## config.mk

```make
export PLATFORM = sky130hd
export DESIGN_NAME = board_state
export DESIGN_NICKNAME = d
export VERILOG_FILES = /design/src/rtl/ttt_pkg.sv /design/src/rtl/ttt_line_check.sv /design/src/rtl/board_state.sv
export SDC_FILE = /design/constraint.sdc
export NUM_CORES = 1
export LEC_CHECK = 0
export CORE_AREA = 2 2 66 68
export DETAILED_ROUTE_END_ITERATION = 12
export DIE_AREA = 0 0 68 70
export PLACE_DENSITY = 0.82
export SLEW_MARGIN = 20
export SYNTH_ARGS = -nofsm -noshare
export SYNTH_HDL_FRONTEND = slang
export SYNTH_SLANG_ARGS = --single-unit
```

## constraint.sdc

```tcl
create_clock -name clk -period 2 [get_ports clk]
set_input_delay 0.2 -clock clk [delete_from_list [all_inputs] [get_ports clk]]
set_output_delay 0.2 -clock clk [all_outputs]
set_load 0.01 [all_outputs]
```

## src/rtl/ttt_pkg.sv

```systemverilog
// Shared encodings for the tic-tac-toe board: cell codes, player ids and FSM states.
package ttt_pkg;

  localparam logic [1:0] CELL_BLANK = 2'b00;
  localparam logic [1:0] CELL_P1    = 2'b01;
  localparam logic [1:0] CELL_P2    = 2'b10;

  localparam logic PLAYER_1 = 1'b0;
  localparam logic PLAYER_2 = 1'b1;

  typedef enum logic [1:0] {
    ST_PLAY = 2'd0,
    ST_EVAL = 2'd1,
    ST_OVER = 2'd2
  } state_t;

  function automatic logic [1:0] player_code(input logic turn);
    return (turn == PLAYER_2) ? CELL_P2 : CELL_P1;
  endfunction

endpackage

```

## src/rtl/ttt_line_check.sv

```systemverilog
// Combinational win detector: scans every row, column and both diagonals of an
// N x N packed board and reports the first line filled with one player's code.
module ttt_line_check
  import ttt_pkg::*;
#(
  parameter int BOARD_DIM = 3
) (
  input  logic [2*BOARD_DIM*BOARD_DIM-1:0] board,
  output logic                             win,
  output logic [1:0]                       win_code
);

  localparam int N     = BOARD_DIM;
  localparam int LINES = 2 * N + 2;

  // Lines 0..N-1 are rows, N..2N-1 columns, then main and anti diagonal.
  function automatic int cell_of(input int line, input int pos);
    if (line < N)            return line * N + pos;
    else if (line < 2 * N)   return pos * N + (line - N);
    else if (line == 2 * N)  return pos * N + pos;
    else                     return pos * N + (N - 1 - pos);
  endfunction

  logic [1:0] first;
  logic       same;

  always_comb begin
    win      = 1'b0;
    win_code = CELL_BLANK;
    first    = CELL_BLANK;
    same     = 1'b0;
    for (int l = 0; l < LINES; l++) begin
      first = board[2*cell_of(l, 0) +: 2];
      same  = (first != CELL_BLANK);
      for (int p = 1; p < N; p++) begin
        if (board[2*cell_of(l, p) +: 2] != first) same = 1'b0;
      end
      if (same && !win) begin
        win      = 1'b1;
        win_code = first;
      end
    end
  end

endmodule

```

## src/rtl/board_state.sv

```systemverilog
// Game board register and move FSM: validates placements on the rising edge of
// place, alternates players, then spends one cycle judging win/draw.
module board_state
  import ttt_pkg::*;
#(
  parameter int BOARD_DIM = 3,
  parameter int IDX_W     = 8
) (
  input  logic                                         clk,
  input  logic                                         clr,
  input  logic                                         place,
  input  logic [IDX_W-1:0]                             square_num,
  output logic [2*BOARD_DIM*BOARD_DIM-1:0]             board,
  output logic                                         player_turn,
  output logic                                         move_ok,
  output logic                                         move_err,
  output logic                                         game_over,
  output logic [1:0]                                   winner,
  output logic [$clog2(BOARD_DIM*BOARD_DIM+1)-1:0]     move_count
);

  localparam int                CELLS    = BOARD_DIM * BOARD_DIM;
  localparam int                CNT_W    = $clog2(CELLS + 1);
  localparam logic [CNT_W-1:0]  FULL_CNT = CNT_W'(CELLS);

  state_t     state;
  logic       place_q;
  logic       place_edge;
  logic       sq_free;
  logic       line_win;
  logic [1:0] line_code;

  assign place_edge = place & ~place_q;

  // Only an in-range square that is still blank can match here.
  always_comb begin
    sq_free = 1'b0;
    for (int k = 0; k < CELLS; k++) begin
      if (square_num == IDX_W'(k + 1)) sq_free = (board[2*k +: 2] == CELL_BLANK);
    end
  end

  ttt_line_check #(
    .BOARD_DIM (BOARD_DIM)
  ) u_line_check (
    .board    (board),
    .win      (line_win),
    .win_code (line_code)
  );

  always_ff @(posedge clk) begin
    if (clr) begin
      state       <= ST_PLAY;
      place_q     <= 1'b0;
      board       <= '0;
      player_turn <= PLAYER_1;
      move_count  <= '0;
      winner      <= CELL_BLANK;
      game_over   <= 1'b0;
      move_ok     <= 1'b0;
      move_err    <= 1'b0;
    end else begin
      place_q  <= place;
      move_ok  <= 1'b0;
      move_err <= 1'b0;
      case (state)
        ST_PLAY: begin
          if (place_edge) begin
            if (sq_free) begin
              for (int k = 0; k < CELLS; k++) begin
                if (square_num == IDX_W'(k + 1)) board[2*k +: 2] <= player_code(player_turn);
              end
              move_count  <= move_count + 1'b1;
              player_turn <= ~player_turn;
              move_ok     <= 1'b1;
              state       <= ST_EVAL;
            end else begin
              move_err <= 1'b1;
            end
          end
        end
        ST_EVAL: begin
          if (place_edge) move_err <= 1'b1;
          if (line_win) begin
            winner    <= line_code;
            game_over <= 1'b1;
            state     <= ST_OVER;
          end else if (move_count == FULL_CNT) begin
            winner    <= CELL_BLANK;
            game_over <= 1'b1;
            state     <= ST_OVER;
          end else begin
            state <= ST_PLAY;
          end
        end
        ST_OVER: begin
          if (place_edge) move_err <= 1'b1;
        end
        default: state <= ST_PLAY;
      endcase
    end
  end

endmodule

```

==> impl_metrics.json, run 1 <==
{
  "vias": 2150,
  "antenna_cells": 0,
  "grt_pass1_vias": 1940,
  "syn_to_final_growth_pct": 40.05,
  "reg2reg_to": "state[1]",
  "worstSkewPairLatency_ns": 0.28,
  "path_class": "flop to flop",
  "via_per_inst": 5.764,
  "track_usage_pct": 24.61,
  "hpwl_mm": 4.003,
  "htreeDepth": 2,
  "yosysMostFrequentCell": "nor2_1",
  "drive_gt1_share_pct": 23.05,
  "ff2ff_setup_slack_ns": 0.06,
  "cap_viol_max_count": 0,
  "yosys_warnings": 0,
  "yosysTopAreaCellShare_pct": 31.04,
  "status": "complete, no violations",
  "yosys.area.top_type": "dfxtp_1",
  "worst_setup_path_start_kind": "flop",
  "die_x_microns": 68,
  "timing.rr.start": "board[3]",
  "synth_nets": 274,
  "vdd_drop_max_mv": 0.3384,
  "reg2reg_depth": 7,
  "yosys_most_used_dff": "dfxtp_1",
  "cts.sinks": 31,
  "relSlewSlack_pct": 74.32,
  "grt_max_degree": 25,
  "fin_nets": 337,
  "clkPwrFrac_pct": 39.6,
  "cts_tree": "yes",
  "period_needed_ns": 1.940,
  "clockBufferDepth": 2,
  "pin_count": 39,
  "finalSetupViolCount": 0,
  "internal_power_uw": 907.7,
  "fmax_mhz": 515.6,
  "final_max_slew_viol_count": 0,
  "syn_avg_cell_area_sq_um": 7.780,
  "yosysSeqAreaShare_pct": 31.04,
  "synth_commonest_cells": "nor2_1 (44), dfxtp_1 (31), a21oi_1 (26)",
  "grt_pass1_wl_mm": 9.101,
  "port_buffers": 38,
  "power.leakage_uw": 0.001073,
  "clock_skew_ns": 0.006607,
  "die_h_microns": 70,
  "worst_pin_slew_ns": 0.3846,
  "gr-total-overflow": 0,
  "netlist_area_sq_um": 1999,
  "crit_fanout": 8,
  "synthTopCellsByArea": "dfxtp_1 (31%), nor2_1 (8.3%), a21oi_1 (6.5%), nand3_1 (4.0%), nor3_1 (4.0%)",
  "rows": 24,
  "utilization_pct": 67.57,
  "startpoint": "board[3]",
  "rsz0062_at_grt": "true",
  "swShare_pct": 23.52,
  "num-fill-cells": 341,
  "synth_seq_cells": 31,
  "p_comb_share_pct": 8.4,
  "cts_buffers": 5,
  "cp-end-kind": "flop",
  "drc": 0,
  "synth-edff-count": 0,
  "fin_crit_sh_pct": 96.98,
  "postRouteAntennaNets": 0,
  "crit_required_ns": 2.18,
  "drtIter0Drc": 182,
  "place.gp.congestion": 0.9297,
  "hold_viol_final": 0,
  "path_clk_slew_ns": 0.06,
  "p_sw_uw": 279.1,
  "fp.coreArea_sq_um": 4144,
  "start_util_pct": 48.25,
  "first_pass_iters": 4,
  "syn_inst": 257,
  "seqPwrFrac_pct": 52.0,
  "arrival_ns": 2.12,
  "hp-class": "input pin to flop",
  "async_flop_share_pct": 0,
  "antenna_found_initial": 0,
  "endpoint": "state[1]",
  "pwr_density_cell_nw_per_um2": 423.8,
  "fin_setup_tns_ns": 0,
  "wirelength_mm": 5.594,
  "ys_types": 52,
  "die-area_sq_um": 4760,
  "multi_input_area_sq_um": 1328,
  "wl_per_cell_microns": 15.00,
  "root_buffer": "clkbuf_8",
  "register_area_sq_um": 640.6
}
==> final cells by class <==
| type | instances | area share (%) |
|---|---|---|
| Clock buffer | 6 | 2.592 |
| Clock inverter | 2 | 0.4468 |
| Multi-Input combinational cell | 202 | 47.41 |
| Sequential cell | 31 | 22.88 |
| Timing Repair Buffer | 72 | 23.28 |
| Inverter | 8 | 1.072 |
| Tap cell | 52 | 2.323 |
==> worst min-delay path by stage <==
stage                     slack [ns]            end          start  cells past startpoint
after floorplan                 0.27  move_count[1]            clr                      1
after global placement          0.46      game_over      game_over                      2
after detailed placement        0.46      game_over      game_over                      2
after CTS                       0.48      winner[1]      winner[1]                      2
after global routing            0.51      game_over      game_over                      2
final                           0.47       board[6]  square_num[1]                      4
==> power groups by stage <==
stage               clock [uW]  combinational (uW)  sequential [uW]
finish                     470                99.4              618
floorplan                    0                48.0              636
detailed placement           0                96.2              636
CTS                        480                95.3              622
global placement             0                95.2              635
global route               513                 106              617
==> worst max-delay path: stages (launching register included) <==
cell     delay (ns)
dfxtp_1        0.55
nor2b_1        0.12
nand3_1        0.12
nand2_1        0.09
or3_4          0.40
o31a_1         0.35
mux2i_1        0.16
nor2_1         0.05
==> per-layer routing <==
metal	vias to the layer above	share of wire, %	GRT usage, %
met2	77	49	39.48
met1	1022	43	32.12
met4	0	1.3	8.222
li1	1041	-	-
met3	10	6.1	5.475
met5	-	0	0
==> cells by family (layout without fill, tap and decap cells) <==
family,Yosys count,count (layout),synth area share (%)
simple gates,136,136,36.23
compound gates,54,54,18.65
flops,31,31,31.04
buf+inv,24,88,7.196
fa+ha+maj,6,6,3.755
xor+xnor,4,4,2.128
mux,2,2,1.001
==> flip-flops by register name, indices dropped and copies added (netlist names) <==
name / flops
place_q: 1
move_err: 1
player_turn: 1
game_over: 1
state: 2
winner: 2
board: 18
move_count: 4
move_ok: 1
==> cells in the final DEF, fill, tap and decap left out, types with 3 or more instances in the layout <==
cell and count:
nor2_1 44, buf_4 33, clkdlybuf4s50_1 32, a21oi_1 25, dfxtp_1 21, nor3_1 16
nand3_1 16, nand2_1 13, nor2b_1 11, inv_1 8, dfxtp_2 7, ha_1 6
or3_1 5, nand2b_1 5, clkbuf_8 5, o21ai_0 4, and3_1 3, o2111ai_2 3
a31oi_1 3, nor4_1 3, xnor2_1 3, dfxtp_4 3, dlygate4sd2_1 3, dlymetal6s2s_1 3
==> timing repair <==
action / CTS / global route
gates resized for setup: 5 / 29
buffers inserted: 0 / 2
pin swaps: 2 / 12
hold buffers: 0 / 0
hold endpoints to repair: 0 / 0
setup endpoints to repair: 26 / 25
==> per-stage QoR <==
step / setup WS (ns) / hold slack, ns / cells / area (sq um) / total power [uW]
floorplan: 0.06072 / 0.2716 / 257 / 1999 / 684.5
global placement: -0.3232 / 0.4550 / 363 / 2584 / 730.6
CTS: 0.003831 / 0.4779 / 371 / 2669 / 1197
global route: -0.01910 / 0.5124 / 373 / 2800 / 1236
detailed placement: -0.3797 / 0.4640 / 363 / 2584 / 731.8
finish: 0.06036 / 0.4743 / 373 / 2800 / 1187
Note: power is estimated with default switching activity, not from simulation.
==> run 2, diff against run 1 <==
ABC_AREA = 1   (was not set)
CORE_AREA = 2 2 67 69   (was 2 2 66 68)
DIE_AREA = 0 0 69 71   (was 0 0 68 70)
PLACE_DENSITY = 0.83   (was 0.82)
==> run 2 against run 1 <==
Net effect:
- maximum frequency increased by 7.8%
- power is 2.6% higher
- combinational power is 26% higher
- worst hold slack better by 0.0023 ns
- critical endpoint is now winner[1]
- highest routed layer unchanged
==> impl_metrics.json, run 2 <==
{
  "antenna_cells": 0,
  "worst_setup_path_start_kind": "flop",
  "crit_fanout": 8,
  "die-area_sq_um": 4899,
  "root_buffer": "clkbuf_8",
  "ff2ff_setup_slack_ns": 0.20,
  "track_usage_pct": 25.04,
  "power.leakage_uw": 0.001079,
  "port_buffers": 38,
  "die_h_microns": 71,
  "stdcell_count": 420,
  "wirelength_mm": 5.981,
  "final_max_slew_viol_count": 0,
  "die_x_microns": 69,
  "swShare_pct": 24.46,
  "postRouteAntennaNets": 0,
  "path_cells": "inv_2 > nor2_2 > nand3_1 > nand2_2 > nand2_2 > nand3_4 > nor2_4 > nand4_2 > nand2_2 > inv_2 > nand2_1 > nor2_1 > a21oi_1",
  "pin_count": 39,
  "register_area_sq_um": 620.6,
  "yosysMostFrequentCell": "nand2_1",
  "p_comb_share_pct": 10.2,
  "via_per_inst": 5.693,
  "path_clk_slew_ns": 0.06,
  "drc": 0,
  "async_flop_share_pct": 0,
  "cts_buffers": 5,
  "power_uw": 1217,
  "synth_nets": 331,
  "max_stage_delay_ns": 0.53,
  "vdd_drop_max_mv": 0.4382,
  "cp-end-kind": "flop",
  "status": "complete, no violations",
  "hp-class": "flop to flop",
  "yosysSeqAreaShare_pct": 29.47,
  "syn_avg_cell_area_sq_um": 6.706,
  "rows": 24,
  "grt_pass1_wl_mm": 10.01,
  "finalSetupViolCount": 0,
  "grt_pass1_vias": 2183,
  "clock_skew_ns": 0.002507,
  "grt_max_degree": 24,
  "syn_to_final_growth_pct": 29.23,
  "synth_seq_cells": 31,
  "drive_gt1_share_pct": 14.40,
  "synth_commonest_cells": "nand2_1 (41), inv_1 (36), nand4_1 (35)",
  "gr-total-overflow": 0,
  "path_class": "flop to flop",
  "synth-edff-count": 0,
  "internal_power_uw": 919.6,
  "start_util_pct": 50.09,
  "hpwl_mm": 4.600,
  "rsz0062_at_grt": "false",
  "cpMaxStageDelayCell": "dfxtp_1",
  "worstSkewPairLatency_ns": 0.28,
  "wl_per_cell_microns": 14.24,
  "layout_commonest_cell": "nand2_1",
  "fp.coreArea_sq_um": 4204,
  "synthTopCellsByArea": "dfxtp_1 (29%), nand4_1 (10%), nand2_1 (7.3%), nand3_1 (7.1%), a21oi_1 (6.9%)",
  "dp.cells": 412,
  "drtIter0Drc": 209,
  "multi_input_area_sq_um": 1241,
  "post_cts_buffers": 0,
  "ys_types": 32,
  "worst_pin_slew_ns": 0.5598,
  "crit_top_cell": "nand2_2",
  "most-common-layout-cells": "nand2_1 (41), clkdlybuf4s50_1 (38), inv_1 (36)",
  "first_pass_iters": 7,
  "vias": 2391,
  "cts_tree": "yes",
  "yosysTopAreaCellShare_pct": 29.47,
  "arrival_ns": 1.97,
  "htreeDepth": 2,
  "antenna_found_initial": 0,
  "largest_register_ffs": 18,
  "yosys_most_used_dff": "dfxtp_1",
  "syn_inst": 314,
  "yosys.area.top_type": "dfxtp_1",
  "pwr_density_cell_nw_per_um2": 447.4,
  "fin_nets": 384,
  "p_sw_uw": 297.8,
  "largest-register": "board",
  "netlist_area_sq_um": 2106,
  "clockBufferDepth": 2,
  "fmax_mhz": 555.6,
  "cap_viol_max_count": 0,
  "fin_crit_sh_pct": 89.99,
  "crit_required_ns": 2.17,
  "relSlewSlack_pct": 62.34,
  "clkPwrFrac_pct": 38.4,
  "hold_viol_final": 0,
  "reg_top3": "board x18, move_count x4",
  "cts_hold_buf": 0,
  "place.gp.congestion": 0.9369,
  "yosys_warnings": 0,
  "cts.sinks": 31,
  "num-fill-cells": 390,
  "seqPwrFrac_pct": 51.3,
  "period_needed_ns": 1.800,
  "cts_resized": 0
}
run 2: kinds of logic after synthesis:
family / Yosys count / synth area share, %
AOI/OAI and AO/OA: 47 / 12.18
xor gates and xnor gates: 2 / 0.8320
adders and majority gates: 6 / 3.565
buffers and inverters: 58 / 11.59
DFF: 31 / 29.47
and+or+nand+nor: 170 / 42.36
run 2: power groups by stage:
stage                     Sequential [uW]  Clock, uW  Combinational, uW
after floorplan                       640          0               63.6
after global placement                639          0                122
after detailed placement              639          0                123
after CTS                             625        471                124
after global routing                  625        492                139
final                                 625        468                125
run 2: path summary, 6_finish.rpt:
path                                   to       from  cells past startpoint
worst max-delay path            winner[1]   board[1]                     13
worst min-delay path            game_over  game_over                      2
worst max register to register  winner[1]   board[1]                     13
worst min register to register  game_over  game_over                      2
run 2: final cells by class:
| cell class | instances | area share [%] |
|---|---|---|
| Sequential cell | 31 | 22.80 |
| Clock inverter | 1 | 0.1839 |
| Multi-Input combinational cell | 225 | 45.61 |
| Inverter | 47 | 6.529 |
| Timing Repair Buffer | 57 | 19.68 |
| Tap cell | 52 | 2.391 |
| Clock buffer | 7 | 2.805 |
run 2: stage by stage:
step           area [sq um]   TNS [ns]  worst slack, ns  hold WS [ns]  util (%)
6_report               2721          0           0.2003        0.4766     64.73
5_1_grt                2721          0          0.01905        0.4983     64.73
4_1_cts                2721          0           0.2263        0.4787     64.73
3_5_place_dp           2640  -0.008224        -0.008224        0.4642     62.80
3_3_place_gp           2640    -0.3592         -0.05410        0.4522     62.80
2_1_floorplan          2106          0           0.4512        0.3329         -
run 2: layer usage:
layer,GRT usage [%],routed length [microns],up-vias
li1,-,-,1175
met1,32.69,2703,1098
met2,41.24,2777,108
met3,4.843,410,10
met4,9.368,89,0
met5,0,0,-
run 2: worst max-delay path, delay by kind of cell (launching register included):
| kind | cells | cell delay, ns |
|---|---|---|
| AOI/OAI and AO/OA | 1 | 0.06 |
| DFF | 1 | 0.53 |
| and+or+nand+nor | 10 | 0.86 |
| buffers and inverters | 2 | 0.23 |
==> run 3, diff against run 2 <==
CTS_BUF_LIST = sky130_fd_sc_hd__clkbuf_16   (was not set)
==> run 3 against run 2 <==
Net effect:
- power is 19% higher
- critical path depth stayed put
- largest power group is now the clock network
- worst setup slack better by 0.013 ns
- utilization is 1.3 points higher
- via count is 1.3% higher
- sequential cell count stayed put
- sequential share of layout area is 0.46 points lower
- clock power is 49% higher
- worst hold slack worse by 0.0038 ns
==> impl_metrics.json, run 3 (same netlist as run 2, synthesis figures left out) <==
{
  "hpwl_mm": 4.600,
  "finalSetupViolCount": 0,
  "final_max_slew_viol_count": 0,
  "grt_pass1_vias": 2223,
  "cap_viol_max_count": 0,
  "root_buffer": "clkbuf_16",
  "start_util_pct": 50.09,
  "vdd_drop_max_mv": 0.4920,
  "die_x_microns": 69,
  "worstSkewPairLatency_ns": 0.27,
  "fp.coreArea_sq_um": 4204,
  "place_area_sq_um": 2640,
  "largest-register": "board",
  "path_class": "input pin to flop",
  "track_usage_pct": 25.37,
  "hp-class": "flop to flop",
  "post_cts_buffers": 0,
  "wirelength_mm": 6.110,
  "hold_viol_final": 0,
  "arrival_ns": 1.93,
  "clock_skew_ns": 0.002766,
  "first_pass_iters": 6,
  "port_buffers": 38,
  "clockBufferDepth": 2,
  "worst_slack_ns": 0.2137,
  "path_clk_slew_ns": 0.05,
  "syn_to_final_growth_pct": 31.91,
  "wl_per_cell_microns": 14.55,
  "antenna_found_initial": 0,
  "ff2ff_setup_slack_ns": 0.22,
  "cts_tree": "yes",
  "grt_max_degree": 24,
  "drc": 0,
  "fmax_mhz": 559.8,
  "cts_resized": 0,
  "utilization_pct": 66.07,
  "hold_ws_ns": 0.4728,
  "worst_pin_slew_ns": 0.4920,
  "htreeDepth": 2,
  "vias": 2422,
  "period_needed_ns": 1.786,
  "rsz0062_at_grt": "false",
  "via_per_inst": 5.767,
  "fin_nets": 384,
  "crit_fanout": 9,
  "place.gp.congestion": 0.9369,
  "dp.cells": 412,
  "die-area_sq_um": 4899,
  "antenna_cells": 0,
  "postRouteAntennaNets": 0,
  "drive_gt1_share_pct": 14.40,
  "cts_buffers": 5,
  "status": "complete, no violations",
  "layout_commonest_cell": "nand2_1",
  "die_h_microns": 71,
  "most-common-layout-cells": "nand2_1 (41), inv_1 (38), clkdlybuf4s50_1 (38)",
  "cp-end-kind": "flop",
  "cts_hold_buf": 0,
  "rows": 24,
  "design_area_sq_um": 2778,
  "largest_register_ffs": 18,
  "crit_required_ns": 2.15,
  "gr-total-overflow": 0,
  "drtIter0Drc": 238,
  "stdcell_count": 420,
  "fin_crit_sh_pct": 89.32,
  "pre_cts_ws_ns": -0.008224,
  "grt_pass1_wl_mm": 10.21,
  "pin_count": 39,
  "relSlewSlack_pct": 66.90,
  "cts.sinks": 31,
  "power.leakage_uw": 0.001113,
  "pwr_density_cell_nw_per_um2": 521.6,
  "reg_top3": "board x18, move_count x4",
  "worst_setup_path_start_kind": "input pin"
}
-- run 3: path summary, 6_finish.rpt --
path,depth (start not counted),endpoint,from
setup / recovery,13,board[1],square_num[3]
hold / removal,2,game_over,game_over
setup reg to reg,11,winner[1],board[9]
hold reg to reg,2,game_over,game_over
-- run 3: through the flow --
stage | total power (uW) | TNS (ns)
floorplan | 703.1 | 0
global placement | 760.4 | -0.3592
detailed placement | 761.8 | -0.008224
CTS | 1449 | 0
global route | 1487 | 0
finish | 1449 | 0
-- run 3: routing by layer --
metal | vias up | track usage, % | wire [microns]
met5 | - | 0 | 0
met4 | 0 | 9.586 | 122
met3 | 14 | 4.558 | 481
met2 | 118 | 42.41 | 2841
met1 | 1112 | 32.78 | 2665
li1 | 1178 | - | -
-- run 3: where the power goes --
| group | switching, uW | internal (uW) | leakage [uW] |
|---|---|---|---|
| logic | 71.7 | 53.8 | 0.000786 |
| registers | 2.89 | 624 | 0.000250 |
| clock network | 249 | 448 | 0.0000762 |
| total | 323 | 1130 | 0.00111 |
-- run 3: critical path: stages --
cell	delay, ns
clkdlybuf4s50_1	0.52
inv_1	0.07
nand2_1	0.14
nor2_1	0.05
nand2_1	0.11
nor2_1	0.07
nor2_1	0.10
nand4_1	0.10
nand2_2	0.10
nand3_4	0.14
buf_4	0.19
nand4_1	0.08
a21oi_1	0.07
-- run 3: cell type report --
type	instances	area (sq um)
Multi-Input combinational cell	225	1241
Inverter	47	177.7
Fill cell	372	1426
Clock inverter	3	12.51
Tap cell	52	65.06
Clock buffer	5	125.1
Sequential cell	31	620.6
Timing Repair Buffer	57	535.5
